$ cat src/rtl/sobol_seq_ctrl_pkg.sv
// Shared definitions for the Sobol sample sequencer.
//   state_t  : controller state encoding (IDLE / RUN / DONE)
//   LEN_CONT : sequence-length value that selects continuous mode
//   dir_vec  : direction vector k for a BITWIDTH-bit generator
package sobol_seq_ctrl_pkg;

  typedef enum logic [1:0] {
    ST_IDLE = 2'd0,
    ST_RUN  = 2'd1,
    ST_DONE = 2'd2
  } state_t;

  localparam int LEN_CONT = 0;

  // v[k] = 1 << (bw-1-k): the MSB-first one-hot used for van der Corput order.
  function automatic logic [31:0] dir_vec(input int k, input int bw);
    return 32'd1 << (bw - 1 - k);
  endfunction

endpackage

$ cat src/rtl/sobol_seq_ctrl_lsz.sv
// Least-significant-zero detector.
//   iGrey     : input word (the sample index n)
//   lszIdx    : bit position of the lowest 0 in iGrey (0 when iGrey is all ones)
//   lszOneHot : one-hot of that position (all zeros when iGrey is all ones)
module lsz
  import sobol_seq_ctrl_pkg::*;
#(
  parameter int BITWIDTH    = 4,
  parameter int LOGBITWIDTH = $clog2(BITWIDTH)
) (
  input  logic [BITWIDTH-1:0]    iGrey,
  output logic [LOGBITWIDTH-1:0] lszIdx,
  output logic [BITWIDTH-1:0]    lszOneHot
);

  // Scan from MSB down so the last hit is the lowest zero.
  always_comb begin
    lszIdx    = '0;
    lszOneHot = '0;
    for (int i = BITWIDTH - 1; i >= 0; i--) begin
      if (!iGrey[i]) begin
        lszIdx       = LOGBITWIDTH'(i);
        lszOneHot    = '0;
        lszOneHot[i] = 1'b1;
      end
    end
  end

endmodule

$ cat src/rtl/sobol_seq_ctrl.sv
// Sobol / van der Corput sample sequencer with valid/ready output.
//   iClk, iRst : clock, synchronous active-high reset
//   iStart     : begin a sequence (honoured in IDLE or DONE)
//   iStop      : abort the running sequence
//   iLen       : samples per sequence, latched on start; 0 = continuous
//   iReady     : downstream accepts the current sample
//   oValid     : oRand holds a valid sample (RUN)
//   oRand      : current sample x_n
//   oIdx       : current index n
//   oLszIdx    : direction index that the next transfer will use
//   oBusy      : high in RUN
//   oDone      : one-cycle pulse after the last sample of a finite sequence
module sobol_seq_ctrl
  import sobol_seq_ctrl_pkg::*;
#(
  parameter int BITWIDTH    = 4,
  parameter int LOGBITWIDTH = $clog2(BITWIDTH)
) (
  input  logic                   iClk,
  input  logic                   iRst,
  input  logic                   iStart,
  input  logic                   iStop,
  input  logic [BITWIDTH:0]      iLen,
  input  logic                   iReady,
  output logic                   oValid,
  output logic [BITWIDTH-1:0]    oRand,
  output logic [BITWIDTH-1:0]    oIdx,
  output logic [LOGBITWIDTH-1:0] oLszIdx,
  output logic                   oBusy,
  output logic                   oDone
);

  state_t                  r_state;
  state_t                  w_state_next;
  logic [BITWIDTH-1:0]     r_rand;
  logic [BITWIDTH-1:0]     r_idx;
  logic [BITWIDTH:0]       r_cnt;
  logic [BITWIDTH:0]       r_len;
  logic [BITWIDTH:0]       w_cnt_inc;
  logic                    w_start;
  logic                    w_xfer;
  logic                    w_wrap;
  logic                    w_finite;
  logic [BITWIDTH-1:0]     w_dir;
  logic [BITWIDTH-1:0]     w_lsz_onehot;
  logic [LOGBITWIDTH-1:0]  w_lsz_idx;
  logic [BITWIDTH-1:0]     w_dir_tab [BITWIDTH];

  lsz #(
    .BITWIDTH    (BITWIDTH),
    .LOGBITWIDTH (LOGBITWIDTH)
  ) u_lsz (
    .iGrey     (r_idx),
    .lszIdx    (w_lsz_idx),
    .lszOneHot (w_lsz_onehot)
  );

  for (genvar k = 0; k < BITWIDTH; k++) begin : g_dir
    localparam logic [31:0] V = dir_vec(k, BITWIDTH);
    assign w_dir_tab[k] = V[BITWIDTH-1:0];
  end

  assign w_dir = w_dir_tab[w_lsz_idx];

  // An empty one-hot means n is all ones: lszIdx=0 is not a real direction,
  // so that transfer restarts the sequence instead of XORing v[0].
  assign w_wrap    = (w_lsz_onehot == '0);
  assign w_cnt_inc = r_cnt + (BITWIDTH + 1)'(1);
  assign w_finite  = (r_len != (BITWIDTH + 1)'(LEN_CONT));

  always_ff @(posedge iClk) begin
    if (iRst) begin
      r_state <= ST_IDLE;
    end else begin
      r_state <= w_state_next;
    end
  end

  // iStop beats both a transfer and completion; iStart is only honoured
  // outside RUN, and a simultaneous iStop keeps IDLE idle.
  always_comb begin
    w_state_next = r_state;
    w_start      = 1'b0;
    w_xfer       = 1'b0;
    unique case (r_state)
      ST_IDLE: begin
        if (iStart && !iStop) begin
          w_start      = 1'b1;
          w_state_next = ST_RUN;
        end
      end
      ST_RUN: begin
        if (iStop) begin
          w_state_next = ST_IDLE;
        end else if (iReady) begin
          w_xfer = 1'b1;
          if (w_finite && (w_cnt_inc == r_len)) begin
            w_state_next = ST_DONE;
          end
        end
      end
      ST_DONE: begin
        if (iStart) begin
          w_start      = 1'b1;
          w_state_next = ST_RUN;
        end else begin
          w_state_next = ST_IDLE;
        end
      end
      default: w_state_next = ST_IDLE;
    endcase
  end

  always_ff @(posedge iClk) begin
    if (iRst) begin
      r_rand <= '0;
      r_idx  <= '0;
      r_cnt  <= '0;
      r_len  <= '0;
    end else if (w_start) begin
      r_rand <= '0;
      r_idx  <= '0;
      r_cnt  <= '0;
      r_len  <= iLen;
    end else if (w_xfer) begin
      if (w_wrap) begin
        r_rand <= '0;
        r_idx  <= '0;
      end else begin
        r_rand <= r_rand ^ w_dir;
        r_idx  <= r_idx + BITWIDTH'(1);
      end
      r_cnt <= w_cnt_inc;
    end
  end

  assign oValid  = (r_state == ST_RUN);
  assign oBusy   = (r_state == ST_RUN);
  assign oDone   = (r_state == ST_DONE);
  assign oRand   = r_rand;
  assign oIdx    = r_idx;
  assign oLszIdx = w_lsz_idx;

endmodule

$ cat config.mk
export PLATFORM = sky130hd
export DESIGN_NAME = sobol_seq_ctrl
export DESIGN_NICKNAME = d
export VERILOG_FILES = /design/src/rtl/sobol_seq_ctrl_pkg.sv /design/src/rtl/sobol_seq_ctrl_lsz.sv /design/src/rtl/sobol_seq_ctrl.sv
export SDC_FILE = /design/constraint.sdc
export NUM_CORES = 1
export LEC_CHECK = 0
export ABC_AREA = 1
export CAP_MARGIN = 20
export CORE_MARGIN = 2
export CORE_UTILIZATION = 44
export CTS_BUF_LIST = sky130_fd_sc_hd__clkbuf_4 sky130_fd_sc_hd__clkbuf_8 sky130_fd_sc_hd__clkbuf_16
export CTS_CLUSTER_SIZE = 14
export DETAILED_ROUTE_END_ITERATION = 12
export PLACE_DENSITY_LB_ADDON = 0.3
export SYNTH_ARGS = -nofsm -noshare
export SYNTH_HDL_FRONTEND = slang
export SYNTH_SLANG_ARGS = --single-unit
$ cat constraint.sdc
create_clock -name iClk -period 1.5 [get_ports iClk]
set_clock_uncertainty 0.15 [all_clocks]
set_input_delay 0.3 -clock iClk [delete_from_list [all_inputs] [get_ports iClk]]
set_output_delay 0.3 -clock iClk [all_outputs]
set_load 0.01 [all_outputs]
== Word level (Yosys, flattened, before mapping) ==
Cells that the tools add are included.

* Output and inout bits: 13
* Flip-flop bits (word level): 20
* Input port bits: 10
* Word-level logic and storage cells: 49

* Mux-type cells: 25
* Bitwise operators: 2
* Order comparisons: 1
* Equal/unequal tests: 6
* $add $sub $neg: 2
* Reductions and logical operators: 8

{| class="wikitable"
|+ Operators by type and width
! cell !! count
|-
| $mux 4 || 8
|-
| $mux 2 || 8
|-
| $bmux 4 s2 || 1
|-
| $mux 1 || 6
|-
| $pmux 2 s3 || 1
|-
| $add 5x1->5 const B || 1
|-
| $eq 5x5->1 || 1
|-
| $reduce_bool 5->1 || 1
|-
| $add 4x1->4 const B || 1
|-
| $logic_not 4->1 || 1
|-
| $xor 4x4->4 || 1
|-
| $ge 3x3->1 const B || 1
|-
| $ne 3x2->1 const B || 1
|-
| $ne 3x3->1 const B || 1
|-
| $not 2->3 || 1
|-
| $reduce_and 3->1 || 1
|-
| $eq 2x1->1 const B || 1
|-
| $eq 2x2->1 const B || 1
|-
| $logic_and 1x1->1 || 2
|-
| $logic_not 2->1 || 1
|-
| $ne 2x2->1 const B || 1
|-
| $pmux 1 s2 || 1
|-
| $reduce_or 2->1 || 1
|-
| $logic_not 1->1 || 1
|}

== Depth between registers and ports, before layout ==
Gate-level depths: netlist of run 1.

* Depth in word-level cells: 10
* Gate-level depth with buffers: 10
* Depth with buffers taken out: 10

== Cells and area by module ==
A second synthesis of run 1 with hierarchy kept.

* Cells, all modules: 156
* Area, all modules: 1,148.6 µm²

{| class="wikitable"
|+ Modules (own cells, without submodules)
! module !! instances !! cells an instance !! area an instance (µm²) !! sequential area each (µm²)
|-
| sobol_seq_ctrl || 1 || 144 || 1,094.8 || 400.4
|-
| lsz || 1 || 12 || 53.8 || 0.0
|}

== Worst setup path before layout of run 1 ==
Ideal clock, no wire load.

* Kind: register to register
* Start point: register r_cnt[0]
* End point: register r_state[0]
* Setup slack: 78 ps
* Buffers on the path: 0
* Arrival time: 1,150 ps
* Period minus slack after synthesis: 1,422 ps
* Setup time: 122 ps
* Stages on the path, launching flop included: 11
* Required time: 1,228 ps
* Cells stage by stage: dfxtp_1 > ha_1 > inv_1 > nand2_1 > nand2_1 > nand2_1 > nand2_1 > nor2_1 > nand4_1 > nand2_1 > a21oi_1

* Word-level cells in the longest chain between the ends: 5

{| class="wikitable"
|+ Ends and longest elaborated chain
! what !! RTL line !! source
|-
| start, declared || sobol_seq_ctrl.sv:37 || <nowiki>logic [BITWIDTH:0] r_cnt;</nowiki>
|-
| start signal, assigned || sobol_seq_ctrl.sv:133 || <nowiki>r_cnt <= w_cnt_inc;</nowiki>
|-
| $add 5x1->5 || sobol_seq_ctrl.sv:68 || <nowiki>assign w_cnt_inc = r_cnt + (BITWIDTH + 1)'(1);</nowiki>
|-
| $eq 5x5->1 || sobol_seq_ctrl.sv:97 || <nowiki>if (w_finite && (w_cnt_inc == r_len)) begin</nowiki>
|-
| $logic_and 1x1->1 || sobol_seq_ctrl.sv:97 ||
|-
| $ne 3x2->1 (no line) || n/a ||
|-
| $reduce_and 3->1 (no line) || n/a ||
|-
| end signal, assigned || sobol_seq_ctrl.sv:75 || <nowiki>r_state <= w_state_next;</nowiki>
|-
| end, declared || sobol_seq_ctrl.sv:33 || <nowiki>state_t r_state;</nowiki>
|}

Every way passes these cells.
A chain may end at the register's enable or synchronous reset.

== Worst setup path after layout of run 1 ==
* Start point: register r_idx[0] (netlist: oIdx[0])
* End point: output port oLszIdx[0]

* Word-level cells in the longest chain between the ends: 1

{| class="wikitable"
|+ Ends and longest elaborated chain
! what !! RTL line !! source
|-
| start, declared || sobol_seq_ctrl.sv:36 || <nowiki>logic [BITWIDTH-1:0] r_idx;</nowiki>
|-
| start signal, assigned || sobol_seq_ctrl.sv:131 || <nowiki>r_idx <= r_idx + BITWIDTH'(1);</nowiki>
|-
| $mux 2 || sobol_seq_ctrl_lsz.sv:21 || <nowiki>if (!iGrey[i]) begin</nowiki>
|-
| end, declared || sobol_seq_ctrl.sv:28 || <nowiki>output logic [LOGBITWIDTH-1:0] oLszIdx,</nowiki>
|}

Every way passes these cells.

==> key figures, run 1 <==
Cells and area
  – Inserted Diodes: 0
  – Post-layout util: 0.685
  – Final Cell Area: 1540 um^2
  – # fillers: 196
  – Area growth syn-to-layout: 45.5%
  – Multi-input gate area: 601 um^2
  – Nets: 200
  – Layout cells sized above 1: 0.348
  – Register area: 413 um^2

Timing
  – Max_slew headroom: 0.825
  – Min Tclk post-route: 1.54 ns
  – Final hold vios: 0
  – Final worst slack: -0.0381 ns
  – Max-slew violations: 0
  – Crit share post-route: 1.03
  – RSZ-0062 raised after global routing: true
  – Final setup vio count: 2
  – Worst-margin pin slew: 0.262 ns
  – Max Fclk: 650 MHz

Synthesis
  – Cells after Synth: 142
  – Synth Warn #: 0
  – Yosys reg bits: 20
  – Async set or reset register ratio after synthesis: 0
  – Cell taking the most area after synthesis: dfxtp_1
  – Syn avg cell area: 7.47 um^2
  – Synth area leaders: dfxtp_1, nand2_1, nor2_1, inv_1, a21oi_1
  – Register area share after synthesis: 0.377
  – Synth Flop Type: dfxtp_1
  – Syn Nets: 154
  – Synth top cells by count: nand2_1, nor2_1, dfxtp_1
  – EDFF count, synth: 0
  – Cell area after synthesis: 1060 um^2
  – Post-synth top area share: 0.377
  – Netlist cell types: 27

Placement
  – Final HPWL DP: 1750 um
  – DP Area: 1410 um^2
  – IO buf count: 22
  – Routability cong.: 0.797
  – DP Worst Slack: -0.309 ns

GRT
  – Initial antenna violation count: 0
  – Number of global-route vias before repair: 911
  – First-pass GRT wire length: 3730 um
  – Pin count of the biggest net entering global routing: 12
  – Global route total overflow: 0
  – Total track usage: 0.180

Die
  – Top Ports: 23
  – Die Wd: 53.1 um
  – Initial Util: 0.471
  – Die Y: 53.1 um
  – Site Rows: 17
  – Die area: 2820 um^2
  – Core area: 2250 um^2

Flow run
  – Max-Cap Viols: 0

Setup path
  – Crit path launch type: flop
  – Critical Path End: oLszIdx[0]
  – Critical path arrival: 1.09 ns
  – Worst R2R Start: r_cnt[1]
  – Worst-path cell chain: buf_4 -> inv_2 -> a21oi_2 -> buf_2
  – Worst reg-to-reg setup slack: 0.03 ns
  – Critical path's slowest cell: dfxtp_2
  – CP max stage delay: 0.37 ns
  – Worst reg2reg endpoint: r_state[0]
  – CP Max Fanout: 2
  – Worst R2R Path Depth: 8
  – CP required: 1.05 ns
  – Critical path start-end classification: flop to output port
  – CP Capture Type: output port
  – CP startpoint: oIdx[0]

Pwr
  – Clk pwr share: 0.306
  – PD cells: 658 nW/um^2
  – Leak pwr: 0.723 nW
  – Sw frac: 0.248
  – Int Power: 0.764 mW
  – Sw Pwr: 0.252 mW
  – Seq pwr share: 0.550
  – Logic gate share of total power: 0.144
  – Maximum vdd drop: 487 uV

Hold path
  – Hold crit path type: primary input to flop
  – Hold path cells: 4

Clock network
  – Skew-Pair Late Insertion Delay: 0.30 ns
  – Worst-path clk slew: 0.12 ns
  – Clock tree buffer depth: 2
  – CTS tree: yes
  – Clock sink count: 20
  – Root Buffer Master: clkbuf_4
  – # H-tree levels: 1
  – CTS buffer count: 3

Routing
  – DR vias: 1,086
  – Pre-Repair DR Iteration Count: 4
  – DR WL/cell: 11.5 um
  – Met3 wire len: 88 um
  – Met1 WL: 1140 um
  – Routed wl met2: 1240 um
  – DR DRC count: 0
  – Detail Route Antenna Nets: 0
  – Uppermost layer routed: met4
  – Avg Vias per Cell: 5.05
  – DRT iter0 DRCs: 27
  – Drt total wl: 2480 um

Outcome
  – Failing checks: setup timing
  – Outcome: finished with violations
==> metal layers <==
metal / vias to the layer above / track usage
met2: 23 / 0.300
met5: - / 0
met1: 513 / 0.228
li1: 548 / -
met3: 2 / 0.0282
met4: 0 / 0.0769
==> layout make-up <==
class                   instances  share of cell area
clock buffers                   4              0.0235
repair buffers                 44               0.243
multi-input cells              99               0.389
inverters                      20              0.0543
flip-flops and latches         20               0.267
well taps                      28              0.0227
==> how the worst min path moves through the flow <==
stage / start / end / slack, ns
final: iStop / r_state[1] / 0.18
after global routing: iStop / r_state[1] / 0.18
after CTS: r_len[4] / r_len[4] / 0.34
after detailed placement: r_len[4] / r_len[4] / 0.32
after global placement: r_len[4] / r_len[4] / 0.32
after floorplan: iRst / r_state[0] / 0.22
==> registers in the layout, indices dropped and copies added (netlist names) <==
name,cells
r_cnt,5
r_state,2
r_len,5
oIdx,4
oRand,4
==> critical path: cells and delay by family (launching register included) <==
| family | cells | cell delay [ns] |
|---|---|---|
| buf+inv | 3 | 0.31 |
| flops | 1 | 0.37 |
| compound gates | 1 | 0.11 |
==> repair_timing <==
item	4_1_cts	5_1_grt
setup buffers	1	5
pin swaps	0	5
endpoints found under the setup margin	14	16
resized for setup	37	30
hold buffers	0	0
==> power by group through the flow <==
stage / sequential (mW) / combinational (mW) / clock (mW)
finish: 0.559 / 0.146 / 0.311
global route: 0.561 / 0.163 / 0.341
detailed placement: 0.571 / 0.137 / 0
global placement: 0.570 / 0.135 / 0
floorplan: 0.569 / 0.0803 / 0
CTS: 0.560 / 0.136 / 0.322
==> cells by family (layout without fill, tap and decap cells) <==
group                      count (synthesis)  after routing  synth area share
and+or+nand+nor                           65             65             0.314
AOI/OAI and AO/OA                         28             28             0.151
buffers and inverters                     23             68             0.101
DFF                                       20             20             0.377
xor gates and xnor gates                   4              4            0.0330
adders and majority gates                  2              2            0.0236
==> layout by cell type, fill, tap and decap left out, types with 2 or more instances in the layout <==
cell and count:
nand4_1 4, nand2_4 5, a31oi_1 2, o21ai_0 10, nor2_4 4, a21oi_2 2
inv_2 4, o21ai_1 2, buf_4 18, nand2_1 20, inv_1 14, dfxtp_2 7
a21oi_1 10, buf_2 4, clkdlybuf4s50_1 8, clkbuf_4 3, clkdlybuf4s15_1 2, nand3_1 8
dlygate4sd2_1 4, dfxtp_1 12, buf_6 6, nor2_1 19, xor2_1 4
==> metrics by stage <==
stage	cells	setup TNS [ns]	hold WS (ns)	total power, mW
CTS	210	-0.392	0.336	1.02
detailed placement	205	-5.08	0.317	0.708
global placement	205	-4.68	0.318	0.705
floorplan	142	0	0.219	0.649
global route	215	-0.344	0.183	1.07
finish	215	-0.0752	0.179	1.02
Note: power is estimated with default switching activity, not from simulation.
==> inputs of run 2 (changes only) <==
--- a/config.mk
+++ b/config.mk
@@ -8,11 +8,12 @@
 export ABC_AREA = 1
 export CAP_MARGIN = 20
 export CORE_MARGIN = 2
-export CORE_UTILIZATION = 44
+export CORE_UTILIZATION = 45
 export CTS_BUF_LIST = sky130_fd_sc_hd__clkbuf_4 sky130_fd_sc_hd__clkbuf_8 sky130_fd_sc_hd__clkbuf_16
 export CTS_CLUSTER_SIZE = 14
 export DETAILED_ROUTE_END_ITERATION = 12
 export PLACE_DENSITY_LB_ADDON = 0.3
 export SYNTH_ARGS = -nofsm -noshare
 export SYNTH_HDL_FRONTEND = slang
+export SYNTH_HIERARCHICAL = 1
 export SYNTH_SLANG_ARGS = --single-unit
==> key figures, run 2 <==
Outcome
  – Outcome: finished with violations
  – Failing checks: setup timing

Die
  – Die area: 2970 um^2 (+5.4%)
  – Initial Util: 0.468 (-0.00270)
  – Die Wd: 54.5 um (+2.7%)
  – Core area: 2450 um^2 (+8.9%)
  – Top Ports: 23 (unchanged)
  – Die Y: 54.5 um (+2.7%)
  – Site Rows: 18 (+1)

Clock network
  – CTS buffer count: 3 (unchanged)
  – CTS tree: yes
  – Root Buffer Master: clkbuf_4
  – Worst-path clk slew: 0.12 ns (about the same)
  – # H-tree levels: 1 (unchanged)
  – Clock sink count: 20 (unchanged)
  – Skew-Pair Late Insertion Delay: 0.30 ns (about the same)
  – Clock tree buffer depth: 2 (unchanged)

GRT
  – Met3 usage: 0.0410 (+0.0127)
  – Layer with the highest usage: met2
  – First-pass GRT wire length: 4360 um (+17%)
  – Pin count of the biggest net entering global routing: 12 (unchanged)
  – Total track usage: 0.204 (+0.0240)
  – Met2 usage: 0.335 (+0.0353)
  – Met1 GRT Util: 0.260 (+0.0328)
  – Initial antenna violation count: 0 (unchanged)
  – Number of global-route vias before repair: 1,036 (+14%)
  – Global route total overflow: 0 (unchanged)

Pwr
  – Clk pwr share: 0.306 (about the same)
  – Logic gate share of total power: 0.161 (+0.017)
  – Leak pwr: 0.750 nW (+3.7%)
  – Sw Pwr: 0.269 mW (+7.0%)
  – Seq pwr share: 0.534 (-0.016)
  – Int Power: 0.770 mW (+0.69%)
  – Sw frac: 0.259 (+0.0115)
  – PD cells: 614 nW/um^2 (-6.7%)
  – Maximum vdd drop: 478 uV (-1.9%)

Synthesis
  – EDFF count, synth: 0 (unchanged)
  – Yosys reg bits: 20 (unchanged)
  – Cells after Synth: 156 (+9.9%)
  – Cell area after synthesis: 1150 um^2 (+8.3%)
  – Syn Nets: 168 (+9.1%)
  – Synth Warn #: 6 (+6)
  – Register area share after synthesis: 0.349 (-0.0288)
  – Most numerous cell in the Yosys netlist: nand2_1
  – Cell taking the most area after synthesis: dfxtp_1
  – Async set or reset register ratio after synthesis: 0 (unchanged)
  – Syn avg cell area: 7.36 um^2 (-1.5%)
  – Post-synth top area share: 0.349 (-0.0288)
  – Synth top cells by count: nand2_1, inv_1, dfxtp_1
  – Synth Flop Type: dfxtp_1
  – Synth area leaders: dfxtp_1, nand2_1, inv_1, nor2_1, a21oi_1
  – Netlist cell types: 29 (+7.4%)

Routing
  – Drt total wl: 2910 um (+17%)
  – DR DRC count: 0 (unchanged)
  – DRT iter0 DRCs: 26 (-3.7%)
  – Detail Route Antenna Nets: 0 (unchanged)
  – DR vias: 1,203 (+11%)
  – Avg Vias per Cell: 5.12 (+1.3%)
  – DR WL/cell: 12.4 um (+7.4%)
  – Pre-Repair DR Iteration Count: 4 (unchanged)

Setup path
  – Critical Path End: oLszIdx[0]
  – CP max stage delay: 0.35 ns (-0.02 ns)
  – Worst-path cell chain: buf_6 -> buf_6 -> nand3_2 -> nand2_4 -> buf_6
  – Critical path start-end classification: flop to output port
  – Top delay family on crit path: flip-flops
  – Worst reg2reg endpoint: r_state[0]
  – Worst reg-to-reg setup slack: 0.03 ns (about the same)
  – Worst R2R Path Depth: 8 (unchanged)
  – Crit path launch type: flop
  – CP startpoint: oIdx[0]
  – Buf/Inv on CP: 3 (unchanged)
  – CP required: 1.05 ns (about the same)
  – Critical path's slowest cell: dfxtp_2
  – CP Capture Type: output port
  – CP Max Fanout: 2 (unchanged)
  – WP depth: 5 (+1)
  – CP dominant cell by count: buf_6
  – Critical path arrival: 1.11 ns (+0.02 ns)
  – Worst R2R Start: r_cnt[1]

Timing
  – Final worst slack: -0.0567 ns (-0.0186 ns)
  – Max-slew violations: 0 (unchanged)
  – Setup total negative slack: -0.0943 ns (-0.0191 ns)
  – Final setup vio count: 2 (unchanged)
  – Max Fclk: 642 MHz (-1.2%)
  – Final hold vios: 0 (unchanged)
  – Crit share post-route: 1.04 (+0.0124)
  – Min Tclk post-route: 1.56 ns (+0.0186 ns)
  – Worst-margin pin slew: 0.284 ns (+0.0221 ns)
  – RSZ-0062 raised after global routing: true
  – Max_slew headroom: 0.809 (-0.0156)

Placement
  – Dpl cells: 226 (+10%)
  – Routability cong.: 0.779 (-2.4%)
  – Final HPWL DP: 2060 um (+18%)
  – IO buf count: 22 (unchanged)

Cells and area
  – Non-Filler Instances: 235 (+9.3%)
  – Area growth syn-to-layout: 47.3%
  – Commonest non-fill, non-tap cell in the layout: nand2_1
  – Largest regs: r_cnt (5), r_len (5)
  – Inserted Diodes: 0 (unchanged)
  – Leading cell types in the layout, fill and taps excluded: nand2_1, buf_4, inv_1
  – # fillers: 186 (-5.1%)
  – Nets: 218 (+9.0%)
  – Layout cells sized above 1: 0.400 (+0.0524)

Flow run
  – Max-Cap Viols: 0 (unchanged)

Hold path
  – Hold crit path type: flop to flop
[run 2: metrics by stage]
stage | instance area, um^2 | util | hold slack, ns | total power [mW] | setup WS [ns]
final | 1690 | 0.689 | 0.340 | 1.04 | -0.0567
after detailed placement | 1540 | 0.627 | 0.326 | 0.725 | -0.264
after global routing | 1690 | 0.689 | 0.365 | 1.09 | -0.102
after CTS | 1650 | 0.670 | 0.344 | 1.04 | -0.0602
after floorplan | 1150 | - | 0.293 | 0.657 | 0.0360
after global placement | 1540 | 0.627 | 0.326 | 0.723 | -0.194
[run 2: worst reg2reg max path, stage by stage (launching register included)]
cell	delay (ns)
dfxtp_2	0.35
ha_4	0.27
inv_2	0.04
or2_4	0.22
nand3_2	0.06
nor2_1	0.04
nand3_1	0.09
nand2_1	0.06
a21oi_1	0.11
[run 2: final cells by class]
class | count | area [um^2] | share of cell area
Clock buffer | 4 | 36.3 | 0.0214
Inverter | 28 | 110 | 0.0651
Multi-Input combinational cell | 104 | 692 | 0.409
Sequential cell | 20 | 415 | 0.246
Tap cell | 30 | 37.5 | 0.0222
Timing Repair Buffer | 49 | 400 | 0.237
[run 2: metal layers]
layer	share of wire	routed length (um)
met2	0.50	1470
met5	0	0
met4	0.0096	28
met3	0.042	122
met1	0.44	1290
[run 2: power by group through the flow]
stage / clock (mW) / combinational, mW / sequential [mW]
final: 0.318 / 0.167 / 0.555
after global routing: 0.351 / 0.182 / 0.557
after detailed placement: 0 / 0.157 / 0.569
after CTS: 0.326 / 0.161 / 0.558
after floorplan: 0 / 0.0896 / 0.567
after global placement: 0 / 0.154 / 0.568
[run 2: what timing repair did]
action / CTS / global route
hold buffers: 0 / 0
setup buffers: 4 / 1
resized for setup: 47 / 26
endpoints found under the setup margin: 14 / 17
pin swaps: 6 / 9
[run 2: kinds of logic (layout without fill, tap and decap cells)]
kind of cell | after synthesis | count (layout) | share of synthesized area
fa+ha+maj | 2 | 2 | 0.0218
simple gates | 76 | 76 | 0.363
compound gates | 26 | 26 | 0.146
buf+inv | 32 | 81 | 0.121
flops | 20 | 20 | 0.349
[run 2: worst min path at each step]
stage                     to  cells after the start  slack, ns  startpoint
global placement    r_len[4]                      2       0.33    r_len[4]
finish              r_len[4]                      2       0.34    r_len[4]
CTS                 r_len[4]                      2       0.34    r_len[4]
global route        r_len[4]                      2       0.37    r_len[4]
floorplan           r_len[4]                      2       0.29     iLen[4]
detailed placement  r_len[4]                      2       0.33    r_len[4]
